===== src/rtl/bramac_pkg.sv =====
// Shared types and constants for the BrAMAC 2-SA controller.
package bramac_pkg;

  // Control-field offsets counted down from the instruction MSB:
  // [MSB] rsv, [MSB-1] reset, [MSB-2] start, [MSB-3] done, [MSB-4:MSB-5] mode.
  localparam int F_RST   = 2;
  localparam int F_START = 3;
  localparam int F_DONE  = 4;
  localparam int F_MODE  = 6;  // mode occupies inst[DWIDTH-F_MODE +: 2]

  typedef enum logic [3:0] {
    S_IDLE, S_INIT, S_LD_W1, S_LD_W2, S_PREADD,
    S_INV, S_SUB, S_ASL, S_ACC, S_LD_I2, S_DONE
  } state_e;

  // Dummy-array row map
  localparam logic [2:0] ROW_ZERO = 3'd0;
  localparam logic [2:0] ROW_W1   = 3'd1;
  localparam logic [2:0] ROW_W2   = 3'd2;
  localparam logic [2:0] ROW_W12  = 3'd3;
  localparam logic [2:0] ROW_INV  = 3'd4;
  localparam logic [2:0] ROW_PSUM = 3'd5;
  localparam logic [2:0] ROW_ACC  = 3'd6;

  localparam logic [1:0] WSEL1_INV = 2'd0;
  localparam logic [1:0] WSEL1_SUM = 2'd1;
  localparam logic [1:0] WSEL1_ASL = 2'd2;
  localparam logic       WSEL2_ZERO = 1'b0;
  localparam logic       WSEL2_RAM  = 1'b1;

  // Activation precision selected by the mode field
  function automatic int prec_of(input logic [1:0] mode, input int act_w);
    case (mode)
      2'b01:   return 2;
      2'b10:   return 4;
      2'b11:   return act_w;
      default: return 0;
    endcase
  endfunction

endpackage


===== src/rtl/bramac_act_shifter.sv =====
// Holds both activations and the serial bit index; presents the 2-bit
// activation pair for the current bit as a row selector.
module bramac_act_shifter #(
  parameter int ACT_W = 8,
  parameter int BW    = 3
) (
  input  logic             clk,
  input  logic             rst_n,
  input  logic             i_clr,
  input  logic             i_ld1,
  input  logic             i_ld2,
  input  logic [ACT_W-1:0] i_din,
  input  logic             i_bit_ld,
  input  logic [BW-1:0]    i_bit_val,
  input  logic             i_bit_dec,
  output logic [1:0]       o_act_dec,
  output logic             o_last_bit
);
  logic [ACT_W-1:0] r_in1, r_in2;
  logic [BW-1:0]    r_bit;

  // Activation latches and bit index; soft clear has priority
  always_ff @(posedge clk or negedge rst_n) begin
    if (!rst_n) begin
      r_in1 <= '0;
      r_in2 <= '0;
      r_bit <= '0;
    end else if (i_clr) begin
      r_in1 <= '0;
      r_in2 <= '0;
      r_bit <= '0;
    end else begin
      if (i_ld1) r_in1 <= i_din;
      if (i_ld2) r_in2 <= i_din;
      if (i_bit_ld)       r_bit <= i_bit_val;
      else if (i_bit_dec) r_bit <= r_bit - 1'b1;
    end
  end

  assign o_act_dec  = {r_in2[r_bit], r_in1[r_bit]};
  assign o_last_bit = (r_bit == '0);

endmodule


===== src/rtl/bramac_sa_fsm_param.sv =====
// BrAMAC 2-SA controller: sequences the dummy-array ports of an M20K in
// compute mode for a bit-serial two-input MAC with a valid/ready front end.
module bramac_sa_fsm_param
  import bramac_pkg::*;
#(
  parameter int DWIDTH   = 40,
  parameter int ACT_W    = 8,
  parameter int DUMMY_AW = 3
) (
  input  logic                clk,
  input  logic                rst_n,
  input  logic                comp_en,
  input  logic                inst_valid,
  input  logic [DWIDTH-1:0]   inst,
  output logic                inst_ready,
  output logic                busy,
  output logic                done_o,
  output logic                err_mode,
  output logic                ren_1,
  output logic                ren_2,
  output logic                wen_1,
  output logic                wen_2,
  output logic [DUMMY_AW-1:0] raddr_1,
  output logic [DUMMY_AW-1:0] raddr_2,
  output logic [DUMMY_AW-1:0] waddr_1,
  output logic [DUMMY_AW-1:0] waddr_2,
  output logic [1:0]          wsel_1,
  output logic                wsel_2
);
  localparam int BW = (ACT_W > 2) ? $clog2(ACT_W) : 1;

  state_e     r_state;
  logic [1:0] r_mode;
  logic       r_err;

  logic             w_rst_cmd, w_start, w_done, w_acc, w_go;
  logic [1:0]       w_mode;
  logic [ACT_W-1:0] w_din;
  int               w_prec;
  logic [BW-1:0]    w_bit_val;
  logic             w_ld1, w_ld2, w_bit_ld, w_bit_dec, w_last_bit;
  logic [1:0]       w_act_dec;
  logic             w_unused;

  function automatic logic [DUMMY_AW-1:0] row(input logic [2:0] r);
    return DUMMY_AW'(r);
  endfunction

  assign w_rst_cmd = inst_valid & comp_en & inst[DWIDTH-F_RST];
  assign w_start   = inst[DWIDTH-F_START];
  assign w_done    = inst[DWIDTH-F_DONE];
  assign w_mode    = inst[DWIDTH-F_MODE +: 2];
  assign w_din     = inst[ACT_W-1:0];
  assign w_unused  = ^{inst[DWIDTH-1], inst[DWIDTH-F_MODE-1:ACT_W]};

  assign inst_ready = (r_state inside {S_IDLE, S_LD_W1, S_LD_W2, S_ACC, S_LD_I2, S_DONE});
  assign w_acc      = inst_valid & comp_en & inst_ready;
  // done wins over start when both are set
  assign w_go       = w_acc & w_start & ~w_done;
  assign busy       = (r_state != S_IDLE) && (r_state != S_DONE);
  assign done_o     = (r_state == S_DONE);
  assign err_mode   = r_err;

  assign w_prec    = prec_of(r_mode, ACT_W);
  assign w_bit_val = (r_state == S_SUB) ? BW'(w_prec - 2) : BW'(w_prec - 1);
  assign w_bit_ld  = (r_state == S_PREADD) || (r_state == S_SUB) ||
                     ((r_state == S_LD_I2) && w_acc);
  assign w_bit_dec = (r_state == S_ASL);
  assign w_ld1     = w_acc && ((r_state == S_LD_W1) ||
                               ((r_state == S_ACC) && !w_done && !w_start));
  assign w_ld2     = w_acc && ((r_state == S_LD_W2) || (r_state == S_LD_I2));

  bramac_act_shifter #(.ACT_W(ACT_W), .BW(BW)) u_shift (
    .clk       (clk),
    .rst_n     (rst_n),
    .i_clr     (w_rst_cmd),
    .i_ld1     (w_ld1),
    .i_ld2     (w_ld2),
    .i_din     (w_din),
    .i_bit_ld  (w_bit_ld),
    .i_bit_val (w_bit_val),
    .i_bit_dec (w_bit_dec),
    .o_act_dec (w_act_dec),
    .o_last_bit(w_last_bit)
  );

  // Sequencer: soft reset from any state, otherwise step the MAC schedule
  always_ff @(posedge clk or negedge rst_n) begin
    if (!rst_n) begin
      r_state <= S_IDLE;
      r_mode  <= 2'b00;
      r_err   <= 1'b0;
    end else if (w_rst_cmd) begin
      r_state <= S_IDLE;
      r_mode  <= 2'b00;
    end else begin
      case (r_state)
        S_IDLE, S_DONE:
          if (w_go) begin
            if (w_mode == 2'b00) r_err <= 1'b1;
            else begin
              r_mode  <= w_mode;
              r_state <= S_INIT;
            end
          end
        S_INIT:   r_state <= S_LD_W1;
        S_LD_W1:  if (w_acc) r_state <= S_LD_W2;
        S_LD_W2:  if (w_acc) r_state <= S_PREADD;
        S_PREADD: r_state <= S_INV;
        S_INV:    r_state <= S_SUB;
        S_SUB:    r_state <= S_ASL;
        S_ASL:    if (w_last_bit) r_state <= S_ACC;
        S_ACC:
          if (w_acc) begin
            if (w_done) r_state <= S_DONE;
            else if (w_start) begin
              // weight reload keeps ACC; a bad mode flags but keeps old precision
              if (w_mode == 2'b00) r_err <= 1'b1;
              else r_mode <= w_mode;
              r_state <= S_LD_W1;
            end else r_state <= S_LD_I2;
          end
        S_LD_I2:  if (w_acc) r_state <= S_INV;
        default:  r_state <= S_IDLE;
      endcase
    end
  end

  // Port decode; every field defaults to 0 so idle lanes never float
  always_comb begin
    ren_1   = 1'b0;  ren_2   = 1'b0;
    wen_1   = 1'b0;  wen_2   = 1'b0;
    raddr_1 = '0;    raddr_2 = '0;
    waddr_1 = '0;    waddr_2 = '0;
    wsel_1  = WSEL1_INV;
    wsel_2  = WSEL2_ZERO;
    case (r_state)
      S_INIT: begin
        wen_2 = 1'b1; waddr_2 = row(ROW_ACC); wsel_2 = WSEL2_ZERO;
      end
      S_LD_W1: begin
        wen_2 = w_acc; waddr_2 = row(ROW_W1); wsel_2 = WSEL2_RAM;
      end
      S_LD_W2: begin
        wen_2 = w_acc; waddr_2 = row(ROW_W2); wsel_2 = WSEL2_RAM;
      end
      S_PREADD: begin
        ren_1 = 1'b1; raddr_1 = row(ROW_W1);
        ren_2 = 1'b1; raddr_2 = row(ROW_W2);
        wen_1 = 1'b1; waddr_1 = row(ROW_W12);  wsel_1 = WSEL1_SUM;
        wen_2 = 1'b1; waddr_2 = row(ROW_PSUM); wsel_2 = WSEL2_ZERO;
      end
      S_INV: begin
        ren_1 = 1'b1; raddr_1 = DUMMY_AW'(w_act_dec);
        wen_1 = 1'b1; waddr_1 = row(ROW_INV); wsel_1 = WSEL1_INV;
      end
      S_SUB: begin
        ren_1 = 1'b1; raddr_1 = row(ROW_INV);
        ren_2 = 1'b1; raddr_2 = row(ROW_PSUM);
        wen_1 = 1'b1; waddr_1 = row(ROW_PSUM); wsel_1 = WSEL1_SUM;
      end
      S_ASL: begin
        ren_1 = 1'b1; raddr_1 = DUMMY_AW'(w_act_dec);
        ren_2 = 1'b1; raddr_2 = row(ROW_PSUM);
        wen_1 = 1'b1; waddr_1 = row(ROW_PSUM); wsel_1 = WSEL1_ASL;
      end
      S_ACC: begin
        ren_1 = 1'b1;  raddr_1 = row(ROW_PSUM);
        ren_2 = 1'b1;  raddr_2 = row(ROW_ACC);
        wen_1 = w_acc; waddr_1 = row(ROW_ACC); wsel_1 = WSEL1_SUM;
      end
      S_LD_I2: begin
        wen_2 = w_acc; waddr_2 = row(ROW_PSUM); wsel_2 = WSEL2_ZERO;
      end
      S_DONE: begin
        ren_2 = 1'b1; raddr_2 = row(ROW_ACC);
      end
      default: ;
    endcase
  end

endmodule


===== config.mk =====
export PLATFORM = sky130hd
export DESIGN_NAME = bramac_sa_fsm_param
export DESIGN_NICKNAME = d
export VERILOG_FILES = /design/src/rtl/bramac_pkg.sv /design/src/rtl/bramac_act_shifter.sv /design/src/rtl/bramac_sa_fsm_param.sv
export SDC_FILE = /design/constraint.sdc
export NUM_CORES = 1
export LEC_CHECK = 0
export CAP_MARGIN = 20
export CORE_MARGIN = 2
export CORE_UTILIZATION = 41
export DETAILED_ROUTE_END_ITERATION = 12
export MAX_ROUTING_LAYER = met4
export PLACE_DENSITY = 0.77
export SYNTH_ARGS = -nofsm -noshare
export SYNTH_HDL_FRONTEND = slang
export SYNTH_SLANG_ARGS = --single-unit

===== constraint.sdc =====
create_clock -name clk -period 4.45 [get_ports clk]
set_input_delay 0.445 -clock clk [delete_from_list [all_inputs] [get_ports clk]]
set_output_delay 0.445 -clock clk [all_outputs]
set_load 0.01 [all_outputs]

==> flow_summary.ini, run 1 <==
[synthesis]
synth_area_mm2 = 0.00168
yosysWarnings = 0
synth_cell_types = 38
synthCells = 178
ys_seq_area_frac = 0.388
synth_ff_type = dfrtp_1
synthTopCellsByCount = 33 x nor2_1, 26 x dfrtp_1, 19 x mux2i_1
synth_nets = 225
synth_compound_area_frac = 0.168
yosysMostFrequentCell = nor2_1
synthMuxAreaShare = 0.167
synth_top_family_by_area = simple AND/OR/NAND/NOR gates
synth_adder_area_share = 0.0224
yosysTopAreaCellShare = 0.388
async_flop_share = 1.00
yosys.area.top_type = dfrtp_1
ys_seq_elements = 26
synth-simple-area-share = 0.198
synth_edf_count = 0
synth_xor_area_frac = 0.0149
postSynthAreaPerCell_um2 = 9.41
synth.area.top_cells = dfrtp_1 39%, mux2i_1 11%, nor2_1 7.4%

[clock_network]
postCtsHoldBufs = 0
cts_setup_buffers = 0
cts_sinks = 26
cts.htree.levels = 1
cts_root_buf = clkbuf_8
clock_latency_ns = 0.27
path_clk_slew_ns = 0.08
cts_tree = built
clk_path_buf_depth = 2
post_cts_resized = 0
cts-buffers-inserted = 3

[hold_path]
hold_depth = 1
hp-class = reg -> reg

[die]
die_y_um = 67.9
initial_core_util = 0.422
die_area_mm2 = 0.00461
io_pins = 67
fp.dieW_um = 67.9
core_area_mm2 = 0.00397
rows = 23

[placed_design]
port_buffers = 39
place_area_mm2 = 0.00209
dp_hpwl_um = 2800
place_inst = 259
routabilityCongestion = 0.881

[timing]
tns_ns = 0
finalMaxSlewViolations = 0
skew_ns = 0.00328
fin_crit_sh = 0.625
timing_worst_slew_pin_value_ns = 0.901
finalHoldViolations = 0
slew_headroom = 0.399
rsz0062_at_grt = false
max_freq_mhz = 359
finalSetupViolCount = 0
final.min_clock_period_ns = 2.78

[routing]
dr.pass1.iters = 4
via_per_inst = 5.36
ant_nets = 0
drt_wl_total_um = 3760
post-route-drc-count = 0
vias = 1405
routedWlPerCell_um = 14.3
drtIter0Drc = 120

[global_routing]
track_usage = 0.184
grt_pass1_vias = 1256
antenna_found_initial = 0
grt_max_degree = 27
grt_overflow = 0
grt_pass1_wl_um = 6200

[worst_setup_path]
worstPathArrival_ns = 2.34
endpoint_kind = output port
critPathKind = reg -> out
reg2reg_depth = 4
worstPathRequired_ns = 4.01
startpoint_type = flip-flop
path_max_fanout = 23

[job]
cap_violations = 0

[status]
outcome = complete, no violations

[final_layout]
areaGrowthSynthToFinish_pct = 27.4
antenna_cells = 0
finalNonFillerCells = 262
stdcell_area_mm2 = 0.00213
layout.nets = 261
final_layout_size_suffix_gt1_frac = 0.0802

[power_and_ir_drop]
powerDensity_mw_per_mm2 = 615
irDropWorstVdd_uv = 235
p_leak_uw = 0.000939
worst paths after layout:
check / startpoint / to / slack [ns]
worst max-delay path: r_state[0]$_DFFE_PN0P_ / raddr_1[0] / 1.67
worst min-delay path: err_mode$_DFFE_PN0P_ / err_mode$_DFFE_PN0P_ / 0.48
worst max register to register: r_state[0]$_DFFE_PN0P_ / u_shift.r_in2[1]$_DFFE_PN0P_ / 2.31
worst min register to register: err_mode$_DFFE_PN0P_ / err_mode$_DFFE_PN0P_ / 0.48
max in group asynchronous: rst_n / u_shift.r_in2[4]$_DFFE_PN0P_ / 3.65
min in group asynchronous: rst_n / u_shift.r_in1[2]$_DFFE_PN0P_ / 0.54
cells in the final DEF, fill, tap and decap left out, drive strengths merged, types with 2 or more instances in the layout:
cell | Yosys | routed
and3 | 2 | 2
nor2 | 33 | 33
nand2 | 12 | 12
o21ai | 9 | 9
mux2i | 19 | 19
nand3 | 3 | 3
clkbuf | 7 | 3
inv | 7 | 7
xnor2 | 2 | 2
a21oi | 12 | 12
nor3 | 3 | 3
dfrtp | 26 | 26
a211oi | 3 | 3
o21a | 4 | 4
nand2b | 6 | 6
ha | 3 | 3
mux4 | 4 | 4
o31ai | 3 | 3
clkdlybuf4s50 | 0 | 39
nor2b | 7 | 7
where the power goes:
group          internal, uW  switching, uW
Clock                  60.6           69.4
Combinational           390            336
Sequential              328            129
metal layers:
layer | vias to the layer above | share of wire | track usage
met5 | - | 0 | -
met4 | 0 | 0.017 | 0.0675
met3 | 6 | 0.052 | 0.0181
met2 | 50 | 0.46 | 0.280
met1 | 649 | 0.47 | 0.256
li1 | 700 | - | -
cell type report:
cell class / instances / area (um^2)
fillers: 368 / 1840
multi-input cells: 136 / 956
flip-flops and latches: 26 / 651
repair buffers: 40 / 398
well taps: 50 / 62.6
clock buffers: 3 / 41.3
inverters: 7 / 26.3
critical path, cell delays in order (launching register included):
cell	delay (ns)
dfrtp_1	0.63
nor2_1	0.30
a21boi_0	0.40
o21bai_1	0.18
clkdlybuf4s50_1	0.56
logic make-up (layout without fill, tap and decap cells):
logic type | Yosys count | count (layout)
AND/OR/NAND/NOR | 68 | 68
AO/OA/AOI/OAI | 40 | 40
flip-flops | 26 | 26
multiplexers | 23 | 23
buffers and inverters | 16 | 50
adder cells (fa/ha/maj) | 3 | 3
XOR/XNOR | 2 | 2
flip-flops by register name, summed over array words and instances (netlist names):
register and count:
err_mode 1, u_shift.r_bit 3, u_shift.r_in1 8, u_shift.r_in2 8
r_mode 2, r_state 4
metrics by stage:
stage | hold WS (ns) | util | worst slack, ns | power, uW
floorplan | 0.149 | - | 2.59 | 907
global placement | 0.457 | 0.527 | 1.81 | 1170
detailed placement | 0.462 | 0.527 | 1.81 | 1190
CTS | 0.482 | 0.537 | 1.68 | 1320
global route | 0.502 | 0.537 | 1.55 | 1420
finish | 0.476 | 0.537 | 1.67 | 1310
Note: power is estimated with default switching activity, not from simulation.
==> run 2: changes to the inputs <==
--- a/config.mk
+++ b/config.mk
@@ -7,7 +7,7 @@
 export LEC_CHECK = 0
 export CAP_MARGIN = 20
 export CORE_MARGIN = 2
-export CORE_UTILIZATION = 41
+export CORE_UTILIZATION = 39
 export DETAILED_ROUTE_END_ITERATION = 12
 export MAX_ROUTING_LAYER = met4
 export PLACE_DENSITY = 0.77
==> constraint.sdc (replaced) <==
create_clock -name clk -period 2.27 [get_ports clk]
set_input_delay 0.227 -clock clk [delete_from_list [all_inputs] [get_ports clk]]
set_output_delay 0.227 -clock clk [all_outputs]
set_load 0.01 [all_outputs]
==> flow_summary.ini, run 2 (synthesized netlist as in run 1, its figures left out) <==
[final_layout]
top_regs = u_shift.r_in1: 8 flops, u_shift.r_in2: 8 flops, r_state: 4 flops
areaGrowthSynthToFinish_pct = 35.1
fillers = 351
regArea_um2 = 654
final_core_util = 0.558
layout.nets = 273
antenna_cells = 0
multi_input_area_um2 = 971
layout_common_cells = 38 x clkdlybuf4s50_1, 32 x nor2_1, 23 x dfrtp_1
final_common_cell = clkdlybuf4s50_1
final_layout_size_suffix_gt1_frac = 0.169

[timing]
skew_ns = 0.00488
finalMaxSlewViolations = 0
tns_ns = 0
slew_headroom = 0.664
finalSetupViolCount = 0
final.min_clock_period_ns = 2.15
rsz0062_at_grt = false
finalHoldViolations = 0
timing_worst_slew_pin_value_ns = 0.496
max_freq_mhz = 465
fin_crit_sh = 0.948

[clock_network]
cts-buffers-inserted = 3
cts.htree.levels = 1
cts_root_buf = clkbuf_8
cts_tree = built
cts_setup_buffers = 0
clock_latency_ns = 0.27
cts_sinks = 26
clk_path_buf_depth = 2
path_clk_slew_ns = 0.08

[routing]
post-route-drc-count = 0
routedWlPerCell_um = 13.8
via_per_inst = 5.29
dr.pass1.iters = 4
drt_wl_total_um = 3790
ant_nets = 0
drtIter0Drc = 76
vias = 1456

[job]
cap_violations = 0

[worst_setup_path]
startpoint_type = flip-flop
worstPathRequired_ns = 2.04
path_max_fanout = 6
critPathKind = reg -> out
critPathLaunch = u_shift.r_bit[0]$_DFFE_PN0P_
worstPathArrival_ns = 1.92
r2r_start = r_state[2]$_DFFE_PN0P_
endpoint_kind = output port

[global_routing]
grt_pass1_wl_um = 6630
antenna_found_initial = 0
grt_pass1_vias = 1385
grt_max_degree = 27
grt_overflow = 0
track_usage = 0.173

[die]
fp.dieW_um = 69.5
io_pins = 67
die_y_um = 69.5
core_area_mm2 = 0.00406
initial_core_util = 0.413
die_area_mm2 = 0.00484
rows = 23

[placed_design]
port_buffers = 39
routabilityCongestion = 0.923
dp_hpwl_um = 2990

[status]
outcome = complete, no violations

[power_and_ir_drop]
p_leak_uw = 0.00102
powerDensity_mw_per_mm2 = 1200
irDropWorstVdd_uv = 489

[hold_path]
hp-class = in -> async
==> run 2: cell type report <==
type,instances,area share
flip-flops and latches,26,0.289
repair buffers,52,0.217
multi-input cells,136,0.429
clock buffers,4,0.0243
inverters,7,0.0133
well taps,50,0.0276
==> run 2: per-layer routing <==
| layer | GRT usage | up-vias | part of all wire | wire (um) |
|---|---|---|---|---|
| met5 | - | - | 0 | 0 |
| met4 | 0.0545 | 0 | 0.017 | 63 |
| met2 | 0.274 | 55 | 0.47 | 1760 |
| met1 | 0.228 | 674 | 0.46 | 1730 |
| met3 | 0.0291 | 6 | 0.060 | 227 |
| li1 | - | 721 | - | - |
==> run 2: path summary, 6_finish.rpt <==
check / slack, ns / cells past startpoint / endpoint
min in group clk: 0.48 / 1 / err_mode$_DFFE_PN0P_
max in group asynchronous: 1.67 / 2 / r_state[3]$_DFFE_PN0P_
worst min register to register: 0.48 / 1 / err_mode$_DFFE_PN0P_
worst max register to register: 0.46 / 6 / r_mode[0]$_DFFE_PN0P_
worst max-delay path: 0.12 / 4 / raddr_1[1]
worst min-delay path: 0.32 / 2 / u_shift.r_in1[2]$_DFFE_PN0P_
==> run 2: critical path, cell delays in order, from the launching register on <==
cell and delay (ns):
dfrtp_2 0.46, mux4_2 0.51, mux2i_1 0.14, nor2_1 0.06
clkdlybuf4s50_1 0.48
==> run 2: what timing repair did <==
item	in CTS	in global routing
gates resized for setup	4	7
hold buffers	0	0
endpoints found under the setup margin	6	11
pin swaps	0	0
==> run 2: power breakdown <==
group,total (uW),internal (uW),switching (uW)
Combinational,1620,857,763
Clock,291,155,136
Sequential,812,649,162
==> run 2: stage by stage <==
stage / instance area, um^2 / power (uW) / worst slack, ns / std cells / hold slack [ns]
floorplan: 1680 / 1780 / 0.632 / 178 / -0.0686
global placement: 2180 / 2390 / 0.207 / 271 / 0.456
detailed placement: 2180 / 2420 / 0.190 / 271 / 0.468
CTS: 2240 / 2730 / 0.0396 / 275 / 0.331
global route: 2260 / 2950 / 0.00841 / 275 / 0.337
finish: 2260 / 2720 / 0.118 / 275 / 0.319
==> run 3: changes to the inputs <==
--- a/config.mk
+++ b/config.mk
@@ -5,9 +5,10 @@
 export SDC_FILE = /design/constraint.sdc
 export NUM_CORES = 1
 export LEC_CHECK = 0
+export ABC_AREA = 1
 export CAP_MARGIN = 20
 export CORE_MARGIN = 2
-export CORE_UTILIZATION = 39
+export CORE_UTILIZATION = 40
 export DETAILED_ROUTE_END_ITERATION = 12
 export MAX_ROUTING_LAYER = met4
 export PLACE_DENSITY = 0.77
==> flow_summary.ini, run 3 <==
[power_and_ir_drop]
powerDensity_mw_per_mm2 = 1150
irDropWorstVdd_uv = 489
p_leak_uw = 0.00120

[clock_network]
path_clk_slew_ns = 0.09
cts-buffers-inserted = 3
cts_root_buf = clkbuf_8
cts_sinks = 26
cts_tree = built
cts.htree.levels = 1
clk_path_buf_depth = 2
clock_latency_ns = 0.27

[timing]
finalSetupViolCount = 0
max_freq_mhz = 456
finalMaxSlewViolations = 0
slew_headroom = 0.696
tns_ns = 0
skew_ns = 0.00308
timing_worst_slew_pin_value_ns = 0.455
finalHoldViolations = 0
holdWs_ns = 0.313
fin_crit_sh = 0.966
final.min_clock_period_ns = 2.19

[synthesis]
postSynthAreaPerCell_um2 = 6.93
synth_nets = 309
yosysMostFrequentCell = nand2_1
yosys.area.top_type = dfrtp_1
ys_seq_elements = 26
yosysWarnings = 0
synth.area.top_cells = dfrtp_1 36%, nand2_1 16%, o21ai_2 8.2%
synthCells = 262
async_flop_share = 1.00
yosysTopAreaCellShare = 0.358
ys_seq_area_frac = 0.358
synth_ff_type = dfrtp_1
synth_cell_types = 24
synthTopCellsByCount = 76 x nand2_1, 34 x nor2_1, 27 x inv_1
synth_area_mm2 = 0.00182
synth_edf_count = 0

[global_routing]
antenna_found_initial = 0
grt_pass1_vias = 1645
grt_max_degree = 27
grt_overflow = 0
track_usage = 0.174
grt_pass1_wl_um = 7080

[worst_setup_path]
r2r_setup_slack_ns = 0.60
reg2reg_depth = 9
path_max_fanout = 5
rr_endpoint = u_shift.r_in1[2]$_DFFE_PN0P_
worstPathArrival_ns = 1.97
r2r_start = r_state[1]$_DFFE_PN0P_
critPathKind = reg -> out
worstPathRequired_ns = 2.04
startpoint_type = flip-flop
endpoint_kind = output port

[routing]
via_per_inst = 5.11
drt_wl_total_um = 4180
post-route-drc-count = 0
vias = 1830
ant_nets = 0
dr.pass1.iters = 4
routedWlPerCell_um = 11.7
drtIter0Drc = 128

[final_layout]
antenna_cells = 0
final_core_util = 0.541
layout_common_cells = 75 x nand2_1, 39 x clkdlybuf4s50_1, 32 x nor2_1
layout.nets = 354
fillers = 401
top_regs = u_shift.r_in1: 8 flops, u_shift.r_in2: 8 flops, r_state: 4 flops
final_layout_size_suffix_gt1_frac = 0.157
areaGrowthSynthToFinish_pct = 29.6
final_common_cell = nand2_1

[placed_design]
port_buffers = 39
dp_hpwl_um = 3270
routabilityCongestion = 0.940

[die]
io_pins = 67
initial_core_util = 0.417
rows = 24
die_area_mm2 = 0.00510
core_area_mm2 = 0.00435
die_y_um = 71.4
fp.dieW_um = 71.4

[hold_path]
hp-class = in -> async

[job]
cap_violations = 0

[status]
outcome = complete, no violations
==> run 3: cell type report <==
class | instances | area [um^2] | area share
Clock buffer | 4 | 55.1 | 0.0234
Inverter | 32 | 124 | 0.0526
Multi-Input combinational cell | 198 | 1010 | 0.431
Sequential cell | 26 | 653 | 0.277
Tap cell | 52 | 65.1 | 0.0276
Timing Repair Buffer | 46 | 443 | 0.188
==> run 3: metal layers <==
metal  wire length, um  GRT usage  vias to the layer above  part of all wire
li1                  -          -                      937                 -
met1              1930      0.228                      834              0.46
met2              2030      0.284                       53              0.48
met3               181     0.0295                        6             0.043
met4                48     0.0398                        0             0.011
met5                 0          -                        -                 0
==> run 3: metrics by stage <==
stage                     setup WS (ns)  total power, uW  cells  instance area (um^2)
after global placement            0.332             2370    353                  2280
after CTS                        0.0344             2690    357                  2330
after floorplan                   0.790             1820    262                  1820
after detailed placement          0.332             2390    353                  2280
final                            0.0771             2710    358                  2350
after global routing           -0.00339             2960    358                  2350
==> run 3: worst max path at each step <==
stage                                 startpoint          to  slack [ns]  cells past startpoint
after floorplan           r_state[3]$_DFFE_PN0P_  raddr_1[0]        0.79                      7
after global placement                inst_valid       wen_2        0.33                      6
after detailed placement  r_state[3]$_DFFE_PN0P_  raddr_1[2]        0.33                      6
after CTS                 r_state[3]$_DFFE_PN0P_  raddr_1[2]        0.03                      6
after global routing      r_state[3]$_DFFE_PN0P_  raddr_1[0]      -0.003                      7
final                     r_state[3]$_DFFE_PN0P_  raddr_1[0]        0.08                      7
==> run 3: logic make-up (layout without fill, tap and decap cells) <==
| logic type | Yosys count | in the layout | share of synthesized area |
|---|---|---|---|
| simple gates | 147 | 147 | 0.357 |
| flops | 26 | 26 | 0.358 |
| fa+ha+maj | 3 | 3 | 0.0207 |
| buf+inv | 38 | 82 | 0.0875 |
| xor+xnor | 1 | 1 | 0.00482 |
| compound gates | 47 | 47 | 0.172 |
==> run 3: worst max-delay path, cell delays in order (launching register included) <==
cell and delay [ns]:
dfrtp_2 0.47, inv_2 0.09, nand2_1 0.13, nor2_2 0.16
inv_1 0.08, nand2_1 0.12, a31o_2 0.12, clkdlybuf4s50_1 0.52
==> run 3: timing repair <==
action | 4_1_cts | 5_1_grt
hold buffers | 0 | 0
endpoints found under the setup margin | 0 | 5
gates resized for setup | 0 | 7
endpoints found under the hold margin | 0 | 0
buffers inserted | 0 | 1
==> run 3: report_power, final <==
| part | switching, uW | internal [uW] | leakage, uW | total, uW |
|---|---|---|---|---|
| Sequential | 154 | 648 | 0.000324 | 802 |
| Clock | 145 | 155 | 0.0000288 | 300 |
| Combinational | 895 | 713 | 0.000843 | 1610 |
| Total | 1190 | 1520 | 0.00120 | 2710 |
